### src/rtl/pipeline_bus_ctrl_pkg.sv
// Shared types and constants for the pipeline sequencer / memory-bus arbiter.
package pipeline_bus_ctrl_pkg;

  localparam int unsigned STALL_W      = 6;
  localparam int unsigned STALL_EX_BIT = 3;

  typedef enum logic [1:0] {
    IDLE,
    IF_WAIT,
    MEM_WAIT
  } state_t;

  // Stall vector bit order: [0]PC [1]IF [2]ID [3]EX [4]MEM [5]WB
  localparam logic [STALL_W-1:0] STALL_NONE = 6'b000000;
  localparam logic [STALL_W-1:0] STALL_IF   = 6'b000011;
  localparam logic [STALL_W-1:0] STALL_ID   = 6'b000111;
  localparam logic [STALL_W-1:0] STALL_EX   = 6'b001111;
  localparam logic [STALL_W-1:0] STALL_MEM  = 6'b011111;

endpackage

### src/rtl/pipeline_bus_ctrl_stall_encoder.sv
// Priority encoder turning stall sources into the stage stall vector and
// the EX-branch flush gate.
module stall_encoder
  import pipeline_bus_ctrl_pkg::*;
(
  input  logic               mem_busy,
  input  logic               ex_busy,
  input  logic               id_hazard,
  input  logic               if_busy,
  input  logic               flush_ex,
  output logic [STALL_W-1:0] stall,
  output logic               flush
);

  always_comb begin
    stall = STALL_NONE;
    if (mem_busy)       stall = STALL_MEM;
    else if (ex_busy)   stall = STALL_EX;
    else if (id_hazard) stall = STALL_ID;
    else if (if_busy)   stall = STALL_IF;
    flush = flush_ex & ~stall[STALL_EX_BIT];
  end

endmodule

### src/rtl/pipeline_bus_ctrl.sv
// Pipeline sequencer: arbitrates one single-port bus between fetch and
// load/store, with wait timeout, fetch drop on flush, and stall merging.
module pipeline_bus_ctrl
  import pipeline_bus_ctrl_pkg::*;
#(
  parameter int unsigned ADDR_W  = 32,
  parameter int unsigned DATA_W  = 32,
  parameter int unsigned TIMEOUT = 255
) (
  input  logic               clk,
  input  logic               rst,
  input  logic               if_req,
  input  logic [ADDR_W-1:0]  if_addr,
  output logic               if_valid,
  output logic [DATA_W-1:0]  if_rdata,
  input  logic               mem_req,
  input  logic               mem_we,
  input  logic [ADDR_W-1:0]  mem_addr,
  input  logic [DATA_W-1:0]  mem_wdata,
  output logic               mem_valid,
  output logic [DATA_W-1:0]  mem_rdata,
  output logic               bus_req,
  output logic               bus_we,
  output logic [ADDR_W-1:0]  bus_addr,
  output logic [DATA_W-1:0]  bus_wdata,
  input  logic               bus_ack,
  input  logic [DATA_W-1:0]  bus_rdata,
  input  logic               stallreq_id,
  input  logic               stallreq_ex,
  input  logic               flush_ex,
  output logic [STALL_W-1:0] stall,
  output logic               flush,
  output logic               bus_err
);

  localparam int unsigned CW = $clog2(TIMEOUT + 1);
  localparam logic [CW-1:0] CNT_LAST = CW'(TIMEOUT - 1);

  state_t        state;
  logic [CW-1:0] wait_cnt;
  logic          drop;
  logic          last_mem;

  // A request whose valid is pulsing this cycle has just been served.
  logic if_pend, mem_pend, grant_mem, timed_out;
  assign if_pend   = if_req & ~if_valid;
  assign mem_pend  = mem_req & ~mem_valid;
  assign grant_mem = mem_pend & (~if_pend | ~last_mem);
  assign timed_out = (wait_cnt == CNT_LAST);

  stall_encoder u_stall_encoder (
    .mem_busy  (mem_pend & ~rst),
    .ex_busy   (stallreq_ex & ~rst),
    .id_hazard (stallreq_id & ~rst),
    .if_busy   (if_pend & ~rst),
    .flush_ex  (flush_ex & ~rst),
    .stall     (stall),
    .flush     (flush)
  );

  always_ff @(posedge clk) begin
    if (rst) begin
      state     <= IDLE;
      wait_cnt  <= '0;
      drop      <= 1'b0;
      last_mem  <= 1'b0;
      bus_req   <= 1'b0;
      bus_we    <= 1'b0;
      bus_addr  <= '0;
      bus_wdata <= '0;
      if_valid  <= 1'b0;
      if_rdata  <= '0;
      mem_valid <= 1'b0;
      mem_rdata <= '0;
      bus_err   <= 1'b0;
    end else begin
      if_valid  <= 1'b0;
      mem_valid <= 1'b0;
      bus_err   <= 1'b0;
      unique case (state)
        IDLE: begin
          wait_cnt <= '0;
          drop     <= 1'b0;
          if (grant_mem) begin
            state     <= MEM_WAIT;
            bus_req   <= 1'b1;
            bus_we    <= mem_we;
            bus_addr  <= mem_addr;
            bus_wdata <= mem_wdata;
            last_mem  <= 1'b1;
          end else if (if_pend) begin
            state    <= IF_WAIT;
            bus_req  <= 1'b1;
            bus_we   <= 1'b0;
            bus_addr <= if_addr;
            last_mem <= 1'b0;
          end
        end
        IF_WAIT: begin
          wait_cnt <= wait_cnt + CW'(1);
          if (flush) drop <= 1'b1;
          // A flush arriving in the completion cycle still drops the fetch.
          if (bus_ack || timed_out) begin
            if_rdata <= bus_ack ? bus_rdata : '0;
            if_valid <= ~(drop | flush);
            bus_err  <= ~bus_ack;
            bus_req  <= 1'b0;
            state    <= IDLE;
          end
        end
        MEM_WAIT: begin
          wait_cnt <= wait_cnt + CW'(1);
          if (bus_ack || timed_out) begin
            mem_rdata <= bus_ack ? bus_rdata : '0;
            mem_valid <= 1'b1;
            bus_err   <= ~bus_ack;
            bus_req   <= 1'b0;
            state     <= IDLE;
          end
        end
        default: state <= IDLE;
      endcase
    end
  end

endmodule

### config.mk
export PLATFORM = sky130hd
export DESIGN_NAME = pipeline_bus_ctrl
export DESIGN_NICKNAME = d
export VERILOG_FILES = /design/src/rtl/pipeline_bus_ctrl_pkg.sv /design/src/rtl/pipeline_bus_ctrl_stall_encoder.sv /design/src/rtl/pipeline_bus_ctrl.sv
export SDC_FILE = /design/constraint.sdc
export NUM_CORES = 1
export LEC_CHECK = 0
export BUFFER_PORTS_ARGS = -buffer_cell sky130_fd_sc_hd__buf_4
export CAP_MARGIN = 20
export CORE_MARGIN = 1
export CORE_UTILIZATION = 40
export CTS_CLUSTER_DIAMETER = 150
export CTS_CLUSTER_SIZE = 40
export DETAILED_ROUTE_END_ITERATION = 8
export HOLD_SLACK_MARGIN = 0.03
export PLACE_DENSITY = 0.73
export REMOVE_ABC_BUFFERS = 1
export SETUP_SLACK_MARGIN = 0.3
export SLEW_MARGIN = 10
export SYNTH_ARGS = -nofsm -noshare
export SYNTH_HDL_FRONTEND = slang
export SYNTH_HIERARCHICAL = 1
export SYNTH_SLANG_ARGS = --single-unit
export TNS_END_PERCENT = 100
### constraint.sdc
create_clock -name clk -period 1.8 [get_ports clk]
set_input_delay 0.27 -clock clk [delete_from_list [all_inputs] [get_ports clk]]
set_output_delay 0.27 -clock clk [all_outputs]
set_load 0.02 [all_outputs]
==> reports/results.txt, run 1 <==
post-route cell area -> 10100 um^2
TritonCTS Buffers -> 17
Final GP Congestion -> 0.820
Routed WL -> 19.9 mm
Iteration-0 DRC Markers -> 288
ANT nets after route -> 0
setup violators final -> 2
commonest cells in the netlist -> dfxtp_1 (145), nand2_1 (101), a21oi_1 (71)
CORE AREA -> 13900 um^2
Ports -> 277
Pwr Density -> 988 nW/um^2
worst vdd ir -> 0.613 mV
H-tree depth -> 4
Pwr Total -> 9.97 mW
Crit path buffers/inverters -> 1
share of power burned in registers -> 36.9%
global-route wire length before repair -> 27.4 mm
number of diodes -> 0
EDFF count, synth -> 0
first-pass detailed-route iteration total -> 4
Area Growth Syn to Fin -> 77.8%
failing checks -> negative setup slack
maximum clock frequency -> 536 MHz
DRC violation count after routing -> 0
Pleak -> 4.49 nW
CTS Buffer Depth -> 2
Clock Latency Late Sink -> 0.42 ns
status -> complete, but fails checks
CP cell instances -> nand2b_4 > nor2_2 > or4_4 > buf_6
Max FO, Critical Path -> 2
Post-Syn Area -> 5680 um^2
Hold Path Class -> in2reg
critical path's slowest cell -> or4_4
Worst Setup Slack, final -> -0.0643 ns
net count reported at finish -> 1005
Comb pwr share -> 25.5%
synth unique cells -> 41
Sw Pwr -> 2.85 mW
clk slew on worst S/H paths -> 0.06 ns
WP data arrival -> 1.59 ns
Crit Path Category -> reg2out
Starting Density -> 40.9%
grt ovf -> 0
largest net degree at the start of global routing -> 67
post-synthesis sequential area ratio -> 51.1%
via/cell ratio -> 5.26
Max-Cap Viols -> 0
Largest stage delay, worst path -> 0.54 ns
Clock Tree Root -> clkbuf_16
chip width -> 121 um
fin crit share -> 104%
#FFs+latches synth -> 145
Synth Area per Inst -> 10.1 um^2
clock share of power -> 37.6%
GRT Overall Usage -> 24.1%
top cells by area, synth -> dfxtp_1 (51%), a2bb2o_4 (7.8%), nand2_1 (6.7%), a21oi_1 (6.3%), o2bb2ai_1 (5.9%)
fillcell total -> 946
vias in the first global route -> 5411
Crit path max-delay family -> simple AND/OR/NAND/NOR gates
Final Critical Period -> 1.86 ns
Async SR Flop Fraction -> 0%
Detail Placement HPWL -> 11.1 mm
initial antenna violation count -> 0
Synth warnings -> 6
clk sink count -> 145
drt wl/cell -> 18.9 um
Req. time, crit path -> 1.53 ns
Cell Area, Placed -> 7950 um^2
CP Launch Type -> flip-flop
Cell Int Power -> 7.12 mW
top cell type's share of synthesized area -> 51.1%
area leader, netlist -> dfxtp_1
die area -> 14700 um^2
Synth Flop Type -> dfxtp_1
Final Max Tran Viols -> 0
most frequent cell after synthesis -> dfxtp_1
Vias -> 5548
final hold viol count -> 0
share of layout cells above drive strength 1 -> 59.5%
type of element capturing the critical path -> output port
Die Height -> 121 um
CTS tree -> done
sw frac -> 28.6%
Core Rows -> 43
RSZ-0062 raised after global routing -> yes
number of port buffers -> 275
Mapped Cells -> 564
Setup Skew -> 0.0140 ns
-- worst paths after layout --
kind | startpoint | to | slack, ns | depth (start not counted)
worst max-delay path | if_valid | stall[0] | -0.06 | 4
worst min-delay path | rst | bus_wdata[6] | 0.09 | 2
worst max register to register | if_valid | bus_addr[29] | 0.13 | 7
worst min register to register | bus_wdata[6] | bus_wdata[6] | 0.46 | 2
-- cell families (layout without fill, tap and decap cells) --
group                    after synthesis  count (layout)  synth area share [%]
AO/OA/AOI/OAI                        178             178                  25.2
flip-flops                           145             145                  51.1
AND/OR/NAND/NOR                      145             145                  11.1
buffers and inverters                 50             360                  4.41
multiplexers                          32              32                  5.64
XOR/XNOR                               7               7                  1.08
adder cells (fa/ha/maj)                6               6                  1.32
other                                  1               1                0.0661
-- metal layers --
metal	part of all wire, %	up-vias	track usage [%]
met5	0	-	0
met4	2.3	0	11.0
met2	51	242	42.1
met1	40	2673	27.3
li1	-	2595	-
met3	6.6	38	6.67
-- flip-flops by register name (all words and copies together), names as in the netlist --
register / flops
mem_rdata: 32
if_rdata: 32
last_mem: 1
bus_err: 1
bus_wdata: 32
if_valid: 1
bus_req: 1
drop: 1
state: 2
bus_addr: 32
bus_we: 1
wait_cnt: 8
mem_valid: 1
-- worst register-to-register path, cell delays in order, from the launching register on --
cell	delay (ns)
dfxtp_2	0.32
buf_4	0.13
buf_6	0.11
nand3b_1	0.26
nand2_4	0.24
clkbuf_16	0.21
mux2i_1	0.21
a21oi_1	0.09
-- layout by cell type, fill, tap and decap left out, types with 5 or more instances in the layout --
cell type	n
buf_4	291
dfxtp_1	135
nand2_1	67
a21oi_1	38
o21ai_0	33
a21oi_2	32
nand2_4	29
mux2i_1	25
a2bb2o_4	24
clkbuf_16	23
o2bb2ai_2	19
nor2_1	13
o2bb2ai_4	13
buf_12	13
dfxtp_2	10
buf_16	7
nor2b_1	6
mux2i_2	6
xor2_1	6
o2bb2ai_1	6
buf_6	6
nand2_2	5
-- through the flow --
stage | TNS (ns) | setup WS (ns) | cells | hold WS, ns | utilization, %
final | -0.128 | -0.0643 | 1054 | 0.0904 | 72.7
after global placement | 0 | 0.221 | 987 | 0.445 | 57.2
after global routing | -0.277 | -0.105 | 1054 | 0.0829 | 72.7
after floorplan | -46.37 | -1.28 | 519 | 0.339 | -
after detailed placement | 0 | 0.174 | 987 | 0.448 | 57.2
after CTS | -0.135 | -0.0676 | 1041 | 0.0787 | 66.7
-- cell type report --
type                       instances  area [um^2]  share of cell area (%)
multi-input combinational        369         3430                    34.0
sequential                       145         2920                    28.9
timing repair buffer             324         2870                    28.5
clock buffer                      22          474                    4.70
tap                              180          225                    2.23
clock inverter                     9          155                    1.54
inverter                           5         18.8                   0.186
-- timing repair --
action | CTS | global route
setup endpoints to repair | 79 | 110
buffers inserted | 16 | 5
pin swaps | 21 | 102
hold buffers | 0 | 0
resized for setup | 76 | 131
gates cloned | 7 | 8
-- power groups by stage --
stage / clock network [mW] / registers (mW) / logic (mW)
after floorplan: 0 / 3.97 / 0.668
after global placement: 0 / 3.67 / 1.85
after detailed placement: 0 / 3.68 / 1.89
after CTS: 3.79 / 3.63 / 2.11
after global routing: 3.92 / 3.70 / 2.68
final: 3.75 / 3.67 / 2.54
No activity file was read; power rests on OpenSTA's default activity.
==> inputs of run 2 (changes only) <==
CTS_BUF_LIST = sky130_fd_sc_hd__clkbuf_8   (was not set)
==> run 2 against run 1 <==
The flow still finishes with violations (negative setup slack). Clock skew is 0.0051 ns higher. Utilization is 1.0 points lower. First-iteration DRC count is 11% lower. Die area stayed put. Worst hold slack worse by 0.023 ns. Count of clock-buffer cells in the layout is 2 lower. Combinational power hardly changed. Cell count is 0.28% higher. Sequential power hardly changed. Critical path type unchanged.
==> reports/results.txt, run 2 (synthesis gave the netlist of run 1 again) <==
status -> complete, but fails checks
failing checks -> negative setup slack
Crit Path Category -> reg2out
RSZ-0062 raised after global routing -> yes
Clock Latency Late Sink -> 0.45 ns
Clock Tree Root -> clkbuf_8
pre-CTS setup slack -> 0.174 ns
Req. time, crit path -> 1.53 ns
reg2reg start -> if_valid
Die Height -> 121 um
CTS Buffer Depth -> 2
most common cell after layout, fill and taps aside -> buf_4
hold wc startpoint -> rst
Max FO, Critical Path -> 2
worst vdd ir -> 0.551 mV
DRC violation count after routing -> 0
Worst Reg-to-Reg Cells -> 7
clk sink count -> 145
number of diodes -> 0
via/cell ratio -> 5.21
final hold viol count -> 0
number of port buffers -> 275
reg2reg setup slack -> 0.14 ns
grt ovf -> 0
Starting Density -> 40.9%
Pwr Density -> 910 nW/um^2
Vias -> 5512
Final Max Tran Viols -> 0
FF-to-FF End -> bus_addr[30]
Ports -> 277
share of layout cells above drive strength 1 -> 59.6%
vias in the first global route -> 5396
GRT Overall Usage -> 23.6%
Hold Path Class -> in2reg
initial antenna violation count -> 0
WP data arrival -> 1.62 ns
maximum clock frequency -> 528 MHz
H-tree depth -> 4
setup TNS -> -0.192 ns
WHS -> 0.0675 ns
drt wl/cell -> 18.8 um
Final Critical Period -> 1.89 ns
Min-Delay Path Depth -> 2
type of element capturing the critical path -> output port
Max-Cap Viols -> 0
Detail Placement HPWL -> 11.1 mm
Iteration-0 DRC Markers -> 255
hold endpoint -> bus_wdata[6]
first-pass detailed-route iteration total -> 4
clk slew on worst S/H paths -> 0.07 ns
Final GP Congestion -> 0.820
Core Rows -> 43
CP cell instances -> nand2b_4 > nor2_2 > or4_4 > buf_6
highest-count cells in the layout ignoring fill and taps -> buf_4 (293), dfxtp_1 (135), nand2_1 (67)
Hold Buf Count CTS -> 0
Pleak -> 4.43 nW
Area Growth Syn to Fin -> 75.2%
CP Launch Type -> flip-flop
Worst Setup Slack, final -> -0.0931 ns
die area -> 14700 um^2
critical path's slowest cell -> or4_4
fillcell total -> 959
setup violators final -> 3
CTS tree -> done
CORE AREA -> 13900 um^2
fin crit share -> 105%
TritonCTS Buffers -> 17
chip width -> 121 um
worst setup path start -> if_valid
net count reported at finish -> 1008
Setup Skew -> 0.0191 ns
largest net degree at the start of global routing -> 67
Routed WL -> 19.8 mm
global-route wire length before repair -> 26.9 mm
ANT nets after route -> 0
Largest stage delay, worst path -> 0.54 ns
==> run 2: critical path: cells and delay by family (launching register included) <==
kind	cells	cell delay [ns]
and+or+nand+nor	3	0.70
DFF	1	0.34
buffers and inverters	1	0.15
==> run 2: per-layer routing <==
layer  track usage [%]  wire length (um)  part of all wire, %  up-vias
met5                 0                 0                    0        -
met4              10.9               531                  2.7        0
met3              6.63              1460                  7.4       45
met2              41.7             10000                   50      251
met1              26.2              7840                   39     2622
li1                  -                 -                    -     2594
==> run 2: what timing repair did <==
action | 4_1_cts | 5_1_grt
setup buffers | 18 | 6
resized for setup | 63 | 143
pin swaps | 25 | 119
cloned | 6 | 9
endpoints found under the setup margin | 80 | 115
==> run 2: final cells by class <==
class                   count  area [um^2]  share of cell area, %
clock buffers              20          275                   2.77
multi-input cells         369         3440                   34.6
inverters                   5         18.8                  0.189
clock inverters            11          163                   1.64
repair buffers            327         2910                   29.2
flip-flops and latches    145         2920                   29.3
well taps                 180          225                   2.26
==> run 2: metrics by stage <==
step | std cells | area [um^2] | power [mW] | util, %
after floorplan | 519 | 5440 | 4.64 | -
after global placement | 987 | 7950 | 5.52 | 57.2
after detailed placement | 987 | 7950 | 5.57 | 57.2
after CTS | 1042 | 9000 | 8.58 | 64.8
after global routing | 1057 | 9950 | 9.37 | 71.7
final | 1057 | 9950 | 9.05 | 71.7
==> run 2: how the worst max path moves through the flow <==
| stage | end | slack [ns] | depth (start not counted) |
|---|---|---|---|
| 2_1_floorplan | bus_addr[0] | -1.28 | 6 |
| 3_3_place_gp | mem_rdata[6] | 0.22 | 6 |
| 3_5_place_dp | mem_rdata[1] | 0.17 | 6 |
| 4_1_cts | stall[0] | -0.11 | 4 |
| 5_1_grt | stall[1] | -0.14 | 4 |
| 6_report | stall[0] | -0.09 | 4 |
==> run 2: power by group <==
group	internal, mW	leakage (nW)	switching, mW
clock network	1.60	0.227	1.22
logic	1.23	3.02	1.33
registers	3.47	1.19	0.198
